--- config.mk ---
export PLATFORM = sky130hd
export DESIGN_NAME = apb_cmd_master
export DESIGN_NICKNAME = d
export VERILOG_FILES = /design/src/rtl/apbDecode_package.sv /design/src/rtl/apb_cmd_fifo.sv /design/src/rtl/apb_cmd_master.sv
export SDC_FILE = /design/constraint.sdc
export NUM_CORES = 1
export LEC_CHECK = 0
export BUFFER_PORTS_ARGS = -buffer_cell sky130_fd_sc_hd__buf_4
export CORE_ASPECT_RATIO = 2
export CORE_MARGIN = 2
export CORE_UTILIZATION = 40
export DETAILED_ROUTE_END_ITERATION = 10
export PLACE_DENSITY = 0.65
export SETUP_SLACK_MARGIN = 0.05
export SKIP_LAST_GASP = 1
export SYNTH_ARGS = -nofsm -noshare
export SYNTH_HDL_FRONTEND = slang
export SYNTH_HIERARCHICAL = 1
export SYNTH_SLANG_ARGS = --single-unit
--- constraint.sdc ---
create_clock -name clk -period 5.8 [get_ports clk]
set_clock_uncertainty 0.2 [all_clocks]
set_input_delay 1.16 -clock clk [delete_from_list [all_inputs] [get_ports clk]]
set_output_delay 1.16 -clock clk [all_outputs]
set_load 0.02 [all_outputs]
--- src/rtl/apbDecode_package.sv ---
// Shared types for the APB command requester: command/response records and FSM states.
package apbDecode_package;

  localparam int APB_ADDR_W = 32;
  localparam int APB_DATA_W = 32;
  localparam int APB_STRB_W = APB_DATA_W / 8;

  typedef struct packed {
    logic                  write;
    logic [APB_ADDR_W-1:0] addr;
    logic [APB_DATA_W-1:0] wdata;
    logic [APB_STRB_W-1:0] strb;
  } apb_cmd_t;

  typedef struct packed {
    logic [APB_DATA_W-1:0] rdata;
    logic                  err;
    logic                  timeout;
  } apb_rsp_t;

  typedef enum logic [1:0] {
    IDLE,
    SETUP,
    ACCESS,
    RESP
  } apb_mst_state_e;

endpackage

--- src/rtl/apb_cmd_fifo.sv ---
// Synchronous command FIFO; a push while full is refused even if a pop happens that cycle.
module apb_cmd_fifo
  import apbDecode_package::*;
#(
  parameter int DEPTH = 4,
  parameter int LVL_W = $clog2(DEPTH) + 1
) (
  input  logic             clk,
  input  logic             rst_n,
  input  logic             push,
  input  apb_cmd_t         din,
  output logic             full,
  input  logic             pop,
  output apb_cmd_t         dout,
  output logic             empty,
  output logic [LVL_W-1:0] level
);

  localparam int PTR_W = $clog2(DEPTH);

  apb_cmd_t         mem [DEPTH];
  logic [PTR_W-1:0] wr_ptr;
  logic [PTR_W-1:0] rd_ptr;
  logic [LVL_W-1:0] count;
  logic             do_push;
  logic             do_pop;

  assign full    = (count == LVL_W'(DEPTH));
  assign empty   = (count == '0);
  assign do_push = push && !full;
  assign do_pop  = pop && !empty;
  assign dout    = mem[rd_ptr];
  assign level   = count;

  always_ff @(posedge clk) begin
    if (!rst_n) begin
      wr_ptr <= '0;
      rd_ptr <= '0;
      count  <= '0;
    end else begin
      if (do_push) wr_ptr <= wr_ptr + PTR_W'(1);
      if (do_pop)  rd_ptr <= rd_ptr + PTR_W'(1);
      case ({do_push, do_pop})
        2'b10:   count <= count + LVL_W'(1);
        2'b01:   count <= count - LVL_W'(1);
        default: count <= count;
      endcase
    end
  end

  // Storage is data only; occupancy is tracked by the pointers and count
  always_ff @(posedge clk) begin
    if (do_push) mem[wr_ptr] <= din;
  end

endmodule

--- src/rtl/apb_cmd_master.sv ---
// APB3/APB4 requester: buffers valid/ready commands, runs SETUP/ACCESS transfers, returns responses.
module apb_cmd_master
  import apbDecode_package::*;
#(
  parameter int ADDR_W  = APB_ADDR_W,
  parameter int DATA_W  = APB_DATA_W,
  parameter int DEPTH   = 4,
  parameter int TIMEOUT = 255
) (
  input  logic                     clk,
  input  logic                     rst_n,
  input  logic                     cmd_valid,
  output logic                     cmd_ready,
  input  logic                     cmd_write,
  input  logic [ADDR_W-1:0]        cmd_addr,
  input  logic [DATA_W-1:0]        cmd_wdata,
  input  logic [DATA_W/8-1:0]      cmd_strb,
  output logic                     rsp_valid,
  input  logic                     rsp_ready,
  output logic [DATA_W-1:0]        rsp_rdata,
  output logic                     rsp_err,
  output logic                     rsp_timeout,
  output logic                     psel,
  output logic                     penable,
  output logic                     pwrite,
  output logic [ADDR_W-1:0]        paddr,
  output logic [DATA_W-1:0]        pwdata,
  output logic [DATA_W/8-1:0]      pstrb,
  input  logic [DATA_W-1:0]        prdata,
  input  logic                     pready,
  input  logic                     pslverr,
  output logic [$clog2(DEPTH):0]   level,
  output logic                     busy
);

  localparam int STRB_W = DATA_W / 8;
  localparam int LVL_W  = $clog2(DEPTH) + 1;
  // A 1-bit counter is kept when the timeout is disabled so the width stays legal
  localparam int CNT_W  = (TIMEOUT == 0) ? 1 : $clog2(TIMEOUT + 1);
  localparam logic [CNT_W-1:0] CNT_MAX = {CNT_W{1'b1}};
  localparam logic [CNT_W-1:0] TO_VAL  = CNT_W'(TIMEOUT);

  apb_mst_state_e   state;
  apb_mst_state_e   state_n;
  apb_cmd_t         cmd_in;
  apb_cmd_t         head;
  apb_rsp_t         rsp_q;
  logic [CNT_W-1:0] wait_cnt;
  logic             full;
  logic             empty;
  logic             pop;
  logic             done;
  logic             abort;

  always_comb begin
    cmd_in       = '0;
    cmd_in.write = cmd_write;
    cmd_in.addr  = APB_ADDR_W'(cmd_addr);
    cmd_in.wdata = APB_DATA_W'(cmd_wdata);
    cmd_in.strb  = APB_STRB_W'(cmd_strb);
  end

  apb_cmd_fifo #(
    .DEPTH (DEPTH),
    .LVL_W (LVL_W)
  ) u_fifo (
    .clk   (clk),
    .rst_n (rst_n),
    .push  (cmd_valid),
    .din   (cmd_in),
    .full  (full),
    .pop   (pop),
    .dout  (head),
    .empty (empty),
    .level (level)
  );

  assign cmd_ready   = !full;
  assign psel        = (state == SETUP) || (state == ACCESS);
  assign penable     = (state == ACCESS);
  assign rsp_valid   = (state == RESP);
  assign rsp_rdata   = DATA_W'(rsp_q.rdata);
  assign rsp_err     = rsp_q.err;
  assign rsp_timeout = rsp_q.timeout;
  assign busy        = (state != IDLE) || !empty;

  always_comb begin
    state_n = state;
    pop     = 1'b0;
    done    = 1'b0;
    abort   = 1'b0;
    case (state)
      IDLE: begin
        if (!empty) begin
          pop     = 1'b1;
          state_n = SETUP;
        end
      end
      SETUP: state_n = ACCESS;
      ACCESS: begin
        if (pready) begin
          done    = 1'b1;
          state_n = RESP;
        end else if ((TIMEOUT != 0) && (wait_cnt == TO_VAL)) begin
          abort   = 1'b1;
          state_n = RESP;
        end
      end
      RESP: begin
        if (rsp_ready) state_n = IDLE;
      end
      default: state_n = IDLE;
    endcase
  end

  always_ff @(posedge clk) begin
    if (!rst_n) begin
      state    <= IDLE;
      wait_cnt <= '0;
      pwrite   <= 1'b0;
      paddr    <= '0;
      pwdata   <= '0;
      pstrb    <= '0;
      rsp_q    <= '0;
    end else begin
      state <= state_n;
      // APB address/data are loaded once per transfer and otherwise hold
      if (pop) begin
        pwrite <= head.write;
        paddr  <= ADDR_W'(head.addr);
        pwdata <= DATA_W'(head.wdata);
        pstrb  <= STRB_W'(head.strb);
      end
      if (pop) begin
        wait_cnt <= '0;
      end else if ((state == ACCESS) && !pready && (wait_cnt != CNT_MAX)) begin
        wait_cnt <= wait_cnt + CNT_W'(1);
      end
      if (done) begin
        rsp_q.rdata   <= pwrite ? '0 : APB_DATA_W'(prdata);
        rsp_q.err     <= pslverr;
        rsp_q.timeout <= 1'b0;
      end else if (abort) begin
        rsp_q.rdata   <= '0;
        rsp_q.err     <= 1'b1;
        rsp_q.timeout <= 1'b1;
      end
    end
  end

endmodule
# Word-level counts from Yosys, hierarchy flattened
# Memory sizes are Yosys's and may differ from the RTL's. A register that Yosys moved wholly into a read port is not among the register bits.
# Cells that the tools add are included.
# word_totals
register_bits	51
ramBits	276
input_bits	107
out_inout_bits	111
wordCells	62
mem_count	1
# memory_table
memory	depth	word_bits	read_ports	rd_clocked_by_memory_dff	wr	line	source
u_fifo.mem	4	69	1	1	1	apb_cmd_fifo.sv:21	apb_cmd_t mem [DEPTH];
# classes
add_sub_neg	5
eq_ne	11
n_mux	18
n_bitwise	1
n_reduce_logical	18
# op_table
op	count
$mux W34	2
$mux W32	1
$mux W1	9
$add A8 B1 Y8 const B	1
$eq A8 B8 Y1 const B	1
$mux W2	4
$ne A8 B8 Y1 const B	1
$pmux W2 S4	1
$eq A2 B2 Y1 const B	3
$pmux W3 S2	1
$reduce_bool A2 Y1	3
$add A2 B1 Y2 const B	2
$eq A2 B1 Y1 const B	2
$logic_and A1 B1 Y1	4
$logic_not A1 Y1	4
$reduce_or A2 Y1	2
$add A3 B1 Y3 const B	1
$eq A3 B3 Y1 const B	1
$logic_not A3 Y1	1
$ne A3 B1 Y1 const B	1
$reduce_and A3 Y1	1
$sub A3 B1 Y3 const B	1
$logic_not A2 Y1	1
$logic_or A1 B1 Y1	2
3 further kinds	3

# Logic depth before layout (Yosys ltp)
# Gate-level depths: netlist of the first run.
# depth
depth_word	6
ltp_mapped	13
ltp_nobuf	11

# Cells and area by module
# The synthesis of the first run kept the hierarchy.
# by_module_without_submodules
mod	n_inst	cells_each	area_per_inst_um2	seq_area_each_um2
apb_cmd_fifo	1	415	10448.8	8468.1
apb_cmd_master	1	443	4210.3	2262.2

# Worst setup path after synthesis of the first run
# Ideal clock, no wire load.
# synth_path
path_kind	input to register
from	input cmd_valid
to	memory u_fifo/mem[0][0] in the netlist's numbering, enable pin
setup_ps	435
arrival_time_ps	3156
required_ps	5165
setup_slack_ps	2009
stages	3
n_path_buf	1
path_cell_list	nor2b_1 clkbuf_1 and2_1
# synth_via
elab_chain_cells	3
# synth_rtl
element	line	source
start, declared	apb_cmd_master.sv:12	input logic cmd_valid,
$logic_and A1 B1 Y1	apb_cmd_fifo.sv:30	assign do_push = push && !full;
$mux W1	apb_cmd_fifo.sv:53	if (do_push) mem[wr_ptr] <= din;
$mux W1 (not written as such)	apb_cmd_fifo.sv:53	
end, declared	apb_cmd_fifo.sv:21	
# No other way between the ends.

# Final worst setup path of the first run
# layout_path
from	register u_fifo.count[1] (netlist: u_fifo/level[1])
to	register u_fifo.count[2] (netlist: u_fifo/level[2])
# layout_via
elab_chain_cells	6
word_cells_on_any_way	14
classes_between	add/sub: 2; eq/ne: 3; mux: 3; reduce/logical: 6
# layout_rtl
element	line	source
start, declared	apb_cmd_fifo.sv:24	logic [LVL_W-1:0] count;
start signal, assigned	apb_cmd_fifo.sv:44	2'b10: count <= count + LVL_W'(1);
start signal, assigned	apb_cmd_fifo.sv:45	2'b01: count <= count - LVL_W'(1);
start signal, assigned	apb_cmd_fifo.sv:46	default: count <= count;
$logic_not A3 Y1 *	apb_cmd_fifo.sv:29	assign empty = (count == '0);
named net empty	apb_cmd_master.sv:50	logic empty;
$mux W1	apb_cmd_master.sv:94	if (!empty) begin
$mux W1	apb_cmd_master.sv:92	case (state)
$logic_and A1 B1 Y1 *	apb_cmd_fifo.sv:31	assign do_pop = pop && !empty;
named net u_fifo.do_pop	apb_cmd_fifo.sv:26	logic do_pop;
$eq A2 B1 Y1 or $eq A2 B2 Y1 (tied branches)	apb_cmd_fifo.sv:43	case ({do_push, do_pop})
$pmux W3 S2 or $reduce_bool A2 Y1 (tied branches)	--	
# Mark *: on every way through the listed nets, which the timed path passes. The rest lies on a longest branch.
# A chain may end at the register's enable or synchronous reset.

==> flow_metrics.tcl, run 1 <==
set metrics [dict create \
    gp_congestion 0.745 \
    r2r_cells 10 \
    synth-compound-area-share 0.0673 \
    placedCellCount 1490 \
    instances_no_fill 1555 \
    finalSetupViolations 0 \
    finalHoldViolations 0 \
    clk_pin_slew_ns 0.06 \
    postRouteAntennaNets 0 \
    cap_violations 0 \
    drtIter0Drc 297 \
    synth.area.mux_share 0.109 \
    synth_fa_ha_area_frac 0.00990 \
    grt_overflow 0 \
    slowest_stage "nand2b_4" \
    dp_hpwl_um 19400 \
    clk_latency_ns 0.52 \
    synth_top_family_by_area "multiplexers" \
    synth_simple_gate_area_share 0.0556 \
    p_seq_frac 0.465 \
    synth_ff_type "edfxtp_1" \
    vias 7923 \
    synth_edf_count 276 \
    switching_share 0.302 \
    grt_max_degree 88 \
    core-area_um2 36300 \
    ir_worst_vdd_mv 0.317 \
    grt_pass1_wl_um 47400 \
    nNetsFinal 1192 \
    setup.worst_path.start "u_fifo/level[1]" \
    cts.path.max_buffers 3 \
    arrival_ns 3.41 \
    post_cts_buffers 0 \
    grt.total_usage 0.161 \
    status "completed" \
    synth_async_sr_flop_share 0 \
    ys_warn_count 6 \
    period_minus_slack_ns 3.16 \
    io_pins 218 \
    tns_ns 0 \
    critPathMaxStageDelay_ns 0.79 \
    p_comb_frac 0.258 \
    p_leak_nw 6.28 \
    worstSetupPathDepth 10 \
    die_y_um 275 \
    synth_seq_cells 398 \
    hold_buffers 0 \
    syn_nets 976 \
    drt_first_pass_iters 4 \
    netlist_instances 858 \
    cts_root_buffer "clkbuf_16" \
    r2r_end "u_fifo/level[2]" \
    cp_max_fo 71 \
    path_delay_family "simple AND/OR/NAND/NOR gates" \
    critPathBufInv 2 \
    cts-resized-gates 0 \
    synthToLayoutAreaGrowth_pct 21.1 \
    synth_xor_area_frac 0.00299 \
    use_met2 0.306 \
    wl_per_cell_um 19.9 \
    dieArea_um2 38300 \
    route.final.wire_length_um 30900 \
    power.share.clock 0.278 \
    drive_gt1_frac 0.328 \
    crit_type "reg -> reg" \
    drv_slew 0 \
    first_global_vias 8516 \
    grt_util_met1 0.173 \
    reg2reg_slack_ns 2.64 \
    place_area_um2 16600 \
    htreeDepth 2 \
    p_per_area_nw_per_um2 454 \
    critPathLaunchType "register" \
    numCtsBuffers 36 \
    cts_tree "done" \
    antenna_found_initial 1 \
    rsz0062_at_grt "false" \
    holdCritPathClass "reg -> reg" \
    rows 99 \
    mappedNetlistArea_um2 14700 \
    die_w_um 139 \
    reg2reg_from "u_fifo/level[1]" \
    power.internal_mw 5.62 \
    start_util 0.404 \
    whs_ns 0.263 \
    switchingPower_mw 2.43 \
    drc_errors 0 \
    io_buffers 217 \
    grtUsageMet3 0.0277 \
    fmax_mhz 316 \
    cp-endpoint "u_fifo/level[2]" \
    syn_avg_cell_area_um2 17.1 \
    worstPathRequired_ns 6.05 \
    synth_cell_types 50 \
    crit_chain "nor3_1 -> nand2b_4 -> inv_2 -> and2b_1 -> ha_1 -> inv_1 -> fa_1 -> xor2_1 -> or3_1 -> a21boi_0" \
    cts_num_sinks 398 \
    finalCritPeriodShare 0.545 \
    busiest_layer "met2" \
    stdcell_area_um2 17700 \
    ys_seq_area_frac 0.732 \
    maxSlewHeadroom 0.176 \
    routed_via_density 5.10 \
    worstMarginPinSlew_ns 1.24 \
    worstSetupEndpointType "register" \
]
-- how the worst min path moves through the flow --
stage                     start       endpoint  slack, ns  cells after the start
2_1_floorplan  u_fifo/rd_ptr[0]       register       0.26                      2
3_3_place_gp          pwdata[7]      pwdata[7]       0.25                      2
3_5_place_dp      rsp_rdata[21]  rsp_rdata[21]       0.26                      1
4_1_cts               paddr[29]      paddr[29]       0.27                      2
5_1_grt               pwdata[7]      pwdata[7]       0.29                      2
6_report             pwdata[11]     pwdata[11]       0.26                      2
-- sequential cells by signal (all words and copies together), names as in the netlist, named ones only --
| signal | cells |
|---|---|
| rsp_rdata | 32 |
| wait_cnt | 8 |
| u_fifo/mem | 276 |
| paddr | 32 |
| pwdata | 32 |
| u_fifo/level | 3 |
| u_fifo/rd_ptr | 2 |
| rsp_timeout | 1 |
| state | 2 |
| pstrb | 4 |
| u_fifo/wr_ptr | 2 |
| rsp_err | 1 |
| pwrite | 1 |
-- synth_stat cells, drive strengths merged, types with 2 or more instances --
master  instances  area, µm²
edfxtp        276       8290
nand2         154        578
dfxtp         122       2440
a21boi         72        544
mux4           69       1550
a22o           32        283
buf            25        201
clkbuf         22       92.6
inv            11       41.3
ha             10        125
o21ai           9       48.8
nor2            8       30.0
and2            6       37.5
mux2i           5       50.1
a21oi           4       20.0
or3             4       25.0
xor2            4       35.0
and2b           3       23.8
nand2b          2       12.5
nand4           2       27.5
nor3b           2       26.3
o211ai          2       28.8
-- power groups by stage --
stage,sequential (mW),clock (mW),combinational (mW)
CTS,3.75,2.30,2.13
global route,3.79,2.41,2.27
global placement,3.80,0,2.11
floorplan,3.97,0,1.15
detailed placement,3.81,0,2.13
finish,3.74,2.24,2.08
-- layer usage --
layer | share of wire | routed length (µm)
met1 | 0.37 | 11400
met2 | 0.55 | 17000
met3 | 0.045 | 1400
met4 | 0.036 | 1110
met5 | 0 | 0
-- worst min-delay path, cell delays in order, from the launching register on --
cell      delay, ns
dfxtp_1        0.31
nand2_1        0.05
a21boi_1       0.05
-- cells by family after synthesis --
logic type,after synthesis
xor+xnor,5
buf+inv,58
mux,74
compound gates,125
flops,398
simple gates,187
fa+ha+maj,11
-- area by class of cell --
type	instances	area, µm²
inverter	11	41.3
antenna	1	2.50
timing repair buffer	225	1690
clock inverter	11	80.1
fill	3051	18500
sequential	398	10700
clock buffer	53	1020
tap	454	568
multi-input combinational	402	3610
-- per-stage QoR --
step	utilization	total power, mW	worst slack [ns]
after CTS	0.489	8.19	2.54
after global placement	0.459	5.90	2.27
final	0.489	8.05	2.64
after floorplan	-	5.12	2.01
after global routing	0.489	8.47	2.32
after detailed placement	0.459	5.94	2.20
-- layout by cell type (no fill, tap or decap), types with 2 or more instances in the layout --
| cell | netlist | routed |
|---|---|---|
| clkbuf_1 | 21 | 13 |
| mux2i_1 | 5 | 5 |
| clkinv_1 | 0 | 3 |
| or3_1 | 4 | 4 |
| xor2_1 | 4 | 4 |
| edfxtp_1 | 276 | 276 |
| clkbuf_8 | 1 | 3 |
| clkinv_2 | 0 | 6 |
| nor2_1 | 8 | 8 |
| a22o_2 | 2 | 2 |
| a21oi_1 | 4 | 4 |
| nand2_1 | 154 | 154 |
| buf_4 | 5 | 225 |
| a22o_1 | 30 | 30 |
| mux4_2 | 69 | 69 |
| dfxtp_1 | 122 | 120 |
| and2_4 | 0 | 4 |
| a21boi_1 | 3 | 3 |
| and2b_1 | 2 | 2 |
| a21boi_0 | 68 | 68 |
| clkbuf_16 | 0 | 37 |
| and2_1 | 6 | 2 |
| dfxtp_4 | 0 | 2 |
| ha_1 | 10 | 10 |
| inv_1 | 10 | 10 |
| o21ai_0 | 8 | 8 |
Note: power is estimated with default switching activity, not from simulation.
==> run 2, diff against run 1 <==
- PLACE_DENSITY: 0.65 -> 0.68
- clock period: 5.8 -> 2.7 ns (I/O delays scaled with it)
==> run 2 against run 1 <==
  * Critical path depth up 1
  * Total power up 120%
  * Die area unchanged
  * Maximum frequency up 27%
  * Combinational power up 130%
  * Hold slack worse by 0.23 ns
  * Sequential share of layout area down 3.2 points
  * Via count up 4.0%
  * Utilization up 2.7 points
  * Wire length up 3.4%
==> flow_metrics.tcl, run 2 (synthesis results as in run 1) <==
set metrics [dict create \
    grt.total_usage 0.167 \
    routed_via_density 5.04 \
    die_w_um 139 \
    numCtsBuffers 35 \
    grt_pass1_wl_um 49100 \
    slowest_stage "fa_1" \
    holdCritPathClass "in -> reg" \
    ir_worst_vdd_mv 1.69 \
    io_buffers 217 \
    nNetsFinal 1272 \
    p_leak_nw 6.69 \
    worstMarginPinSlew_ns 0.947 \
    worstHoldStart "cmd_wdata[30]" \
    htreeDepth 2 \
    cp_max_fo 3 \
    vias 8240 \
    grt_overflow 0 \
    rsz0062_at_grt "true" \
    cts_tree "done" \
    path_delay_family "adder cells" \
    die_y_um 275 \
    antenna_found_initial 1 \
    final_common_cell "edfxtp_1" \
    clk_latency_ns 0.52 \
    core-area_um2 36300 \
    drtIter0Drc 418 \
    drive_gt1_frac 0.325 \
    arrival_ns 2.74 \
    critPathLaunchType "register" \
    drt_first_pass_iters 4 \
    cap_violations 0 \
    largest_reg_flops 276 \
    regMostFlops "u_fifo/mem" \
    postRouteAntennaNets 0 \
    fmax_mhz 400 \
    clk_pin_slew_ns 0.07 \
    instances_no_fill 1636 \
    grt_max_degree 72 \
    cts.path.max_buffers 3 \
    cts_root_buffer "clkbuf_16" \
    hold_path_end "u_fifo/mem[1][34]" \
    crit_type "reg -> reg" \
    cts_num_sinks 398 \
    route.final.wire_length_um 31900 \
    finalCritPeriodShare 0.925 \
    critPathMaxStageDelay_ns 0.39 \
    gp_congestion 0.735 \
    drc_errors 0 \
    status "completed" \
    dieArea_um2 38300 \
    finalHoldViolations 0 \
    reg2reg_slack_ns 0.20 \
    wl_per_cell_um 19.5 \
    placedCellCount 1507 \
    critPathBufInv 3 \
    drv_slew 0 \
    stdcell_area_um2 18700 \
    worstSetupEndpointType "register" \
    holdPathStages 1 \
    maxSlewHeadroom 0.368 \
    rows 99 \
    crit_chain "inv_1 -> ha_1 -> nand2b_4 -> inv_2 -> and2b_1 -> ha_1 -> inv_1 -> fa_1 -> xor2_1 -> or3_1 -> a21boi_0" \
    worstPathRequired_ns 2.94 \
    first_global_vias 8775 \
    io_pins 218 \
    tns_ns 0 \
    place_area_um2 16900 \
    p_per_area_nw_per_um2 951 \
    reg2reg_from "state[0]" \
    start_util 0.404 \
    synthToLayoutAreaGrowth_pct 27.8 \
    period_minus_slack_ns 2.50 \
    dp_hpwl_um 19900 \
    finalSetupViolations 0 \
    r2r_cells 11 \
    final_util 0.516 \
    layout_common_cells "276 x edfxtp_1, 229 x buf_4, 154 x nand2_1, 117 x dfxtp_1, 69 x mux4_2" \
    r2r_end "u_fifo/level[2]" \
]
[run 2: cell count changes in the layout (fill, tap and decap cells not counted), sizes merged]
cell         previous run  this run
buf                   225       242
inv                    12        13
clkbuf                 53        49
bufinv                  1         3
dlygate4sd3             0        64
clkinvlp                0         1
[run 2: layout make-up]
cell class | instances | area [µm²]
clock inverters | 15 | 174
flip-flops and latches | 398 | 10700
well taps | 454 | 568
inverters | 11 | 41.3
multi-input cells | 402 | 3610
diodes | 1 | 2.50
fillers | 2973 | 17600
clock buffers | 49 | 980
repair buffers | 306 | 2610
[run 2: stage by stage]
stage	hold WS, ns	power, mW	setup slack (ns)
2_1_floorplan	0.261	11.0	0.0820
5_1_grt	0.00606	18.8	0.0438
6_report	0.0317	17.8	0.201
3_3_place_gp	0.246	12.9	0.268
4_1_cts	0.00140	18.1	0.153
3_5_place_dp	0.249	13.0	0.163
[run 2: what timing repair did]
| item | in CTS | in global routing |
|---|---|---|
| setup buffers | 0 | 0 |
| hold endpoints to repair | 251 | 0 |
| hold buffers | 64 | 0 |
| resized for setup | 0 | 1 |
| endpoints found under the setup margin | 0 | 2 |
[run 2: how the worst max path moves through the flow]
| stage | startpoint | endpoint | slack (ns) | depth (start not counted) |
|---|---|---|---|---|
| finish | state[0] | u_fifo/level[2] | 0.20 | 11 |
| global route | state[0] | u_fifo/level[2] | 0.04 | 11 |
| CTS | state[0] | register | 0.15 | 8 |
| detailed placement | state[0] | register | 0.16 | 8 |
| global placement | state[0] | register | 0.27 | 8 |
| floorplan | u_fifo/level[0] | u_fifo/level[2] | 0.08 | 12 |
[run 2: report_power, final]
group / internal [mW] / total, mW / switching [mW] / leakage (nW)
Sequential: 7.46 / 7.97 / 0.514 / 3.53
Clock: 2.85 / 5.00 / 2.14 / 0.561
Combinational: 2.11 / 4.84 / 2.72 / 2.60
[run 2: worst register-to-register path, delay by kind of cell (launching register included)]
kind	cells	cell delay, ns
xor gates and xnor gates	1	0.17
adders and majority gates	3	0.80
buffers and inverters	3	0.23
DFF	1	0.33
AOI/OAI and AO/OA	1	0.16
and+or+nand+nor	3	0.54
[run 2: per-layer routing]
layer | part of all wire | vias to the layer above | global-route usage
li1 | - | 3833 | -
met1 | 0.36 | 4132 | 0.179
met2 | 0.56 | 217 | 0.324
met3 | 0.043 | 58 | 0.0256
met4 | 0.034 | 0 | 0.0683
met5 | 0 | - | 0
==> run 3, diff against run 2 <==
- BUFFER_PORTS_ARGS: -buffer_cell sky130_fd_sc_hd__buf_4 -> -buffer_cell sky130_fd_sc_hd__clkbuf_2
- GPL_TIMING_DRIVEN: not set -> 0
==> run 3 against run 2 <==
  * Total power rose by 1.6%
  * Largest cell class unchanged
  * Non-clock buffer count fell by 36
  * Clock-buffer cell count fell by 4
  * Wire length decreased by 1.2%
  * Via count fell by 2.0%
  * Maximum frequency shrank 0.62%
  * Critical path type unchanged
  * Critical path depth is 1 higher
  * Final area is 5.1% lower
  * Clock power is 10% higher
  * Die area unchanged
  * Sequential power decreased by 0.9%
==> flow_metrics.tcl, run 3 (synthesis results as in run 1) <==
set metrics [dict create \
    dp_slack_ns -0.475 \
    antenna_found_initial 1 \
    worst_slack_ns 0.186 \
    status "completed" \
    finalCritPeriodShare 0.931 \
    wl_per_cell_um 19.7 \
    whs_ns 0.0360 \
    ir_worst_vdd_mv 0.686 \
    holdCritPathClass "in -> reg" \
    clk_latency_ns 0.51 \
    setup.worst_path.start "state[1]" \
    instances_no_fill 1601 \
    gp_congestion 0.752 \
    critPathLaunchType "register" \
    drtIter0Drc 401 \
    nNetsFinal 1237 \
    drv_slew 0 \
    maxSlewHeadroom 0.519 \
    drc_errors 0 \
    p_leak_nw 6.36 \
    drive_gt1_frac 0.346 \
    placedCellCount 1533 \
    first_global_vias 8445 \
    rsz0062_at_grt "false" \
    grt_pass1_wl_um 47500 \
    fmax_mhz 398 \
    reg2reg_slack_ns 0.19 \
    numCtsBuffers 36 \
    dp_hpwl_um 20900 \
    arrival_ns 2.76 \
    nFillCells 3080 \
    cp_max_fo 13 \
    cts_root_buffer "clkbuf_16" \
    grt_overflow 0 \
    power.total_mw 18.1 \
    clk_pin_slew_ns 0.07 \
    layout_common_cells "276 x edfxtp_1, 217 x clkbuf_2, 154 x nand2_1, 118 x dfxtp_1, 69 x mux4_2" \
    routed_via_density 5.04 \
    cts.path.max_buffers 3 \
    switching_share 0.302 \
    die_y_um 275 \
    postRouteAntennaNets 0 \
    synthToLayoutAreaGrowth_pct 21.3 \
    power.share.clock 0.305 \
    rows 99 \
    core-area_um2 36300 \
    tns_ns 0 \
    worstSetupEndpointType "register" \
    route.final.wire_length_um 31600 \
    worstHoldStart "prdata[13]" \
    cts_num_sinks 398 \
    finalHoldViolations 0 \
    switchingPower_mw 5.47 \
    htreeDepth 2 \
    reg2reg_from "state[1]" \
    power.internal_mw 12.6 \
    worstPathRequired_ns 2.94 \
    start_util 0.404 \
    p_per_area_nw_per_um2 1020 \
    hold_buffers 0 \
    drt_first_pass_iters 4 \
    final_common_cell "edfxtp_1" \
    dieArea_um2 38300 \
    cts_tree "done" \
    crit_type "reg -> reg" \
    io_buffers 217 \
    p_comb_frac 0.259 \
    p_seq_frac 0.437 \
    grt.total_usage 0.163 \
    cap_violations 0 \
    finalSetupViolations 0 \
    vias 8072 \
    period_minus_slack_ns 2.51 \
    grt_max_degree 39 \
    worstMarginPinSlew_ns 0.722 \
    io_pins 218 \
    regMostFlops "u_fifo/mem" \
    largest_reg_flops 276 \
    die_w_um 139 \
]
run 3: cell types whose count changed in the layout (fill, tap and decap cells not counted), sizes merged, moves of 3 or more:
cell / delta
clkinvlp: +3
dlygate4sd3: -64
inv: -3
clkbuf: +235
buf: -211
bufinv: +5
run 3: per-layer routing:
metal,up-vias,GRT usage,part of all wire
met2,212,0.311,0.55
met5,-,0,0
met4,0,0.0694,0.035
li1,3769,-,-
met1,4032,0.175,0.37
met3,59,0.0296,0.046
run 3: final cells by class:
cell class | instances | area (µm²) | share of cell area
Sequential cell | 398 | 10700 | 0.604
Antenna cell | 2 | 5.00 | 0.000281
Multi-Input combinational cell | 402 | 3620 | 0.204
Tap cell | 454 | 568 | 0.0319
Clock buffer | 45 | 976 | 0.0549
Inverter | 11 | 53.8 | 0.00303
Clock inverter | 19 | 308 | 0.0173
Timing Repair Buffer | 224 | 1220 | 0.0685
Buffer | 46 | 295 | 0.0166
run 3: path summary, 6_finish.rpt:
check / depth (start not counted) / end
worst max-delay path: 12 / u_fifo/level[2]
worst min-delay path: 2 / rsp_rdata[13]
worst max register to register: 12 / u_fifo/level[2]
worst min register to register: 2 / paddr[7]
run 3: what timing repair did:
action                                  in CTS  in global routing
endpoints found under the setup margin       3                  1
pin swaps                                    0                  4
buffers inserted                             3                  0
cloned                                       0                  0
gates resized for setup                     13                  4
run 3: critical path, cell delays in order, from the launching register on:
cell and delay (ns):
dfxtp_2 0.34, inv_1 0.09, ha_2 0.20, nand2b_1 0.08
buf_6 0.14, clkinv_8 0.08, and2b_1 0.15, ha_2 0.19
inv_1 0.06, fa_2 0.34, xor2_1 0.15, or3_1 0.31
a21boi_1 0.12
run 3: power groups by stage:
stage / logic, mW / clock network (mW) / registers (mW)
global route: 5.12 / 5.87 / 7.99
detailed placement: 4.68 / 0 / 8.03
floorplan: 2.49 / 0 / 8.51
finish: 4.68 / 5.52 / 7.90
global placement: 4.57 / 0 / 8.02
CTS: 4.85 / 5.68 / 7.91
run 3: per-stage QoR:
stage          area [µm²]  utilization
6_report            17800        0.490
3_3_place_gp        16300        0.450
2_1_floorplan       14700            -
4_1_cts             17800        0.490
5_1_grt             17800        0.490
3_5_place_dp        16400        0.453
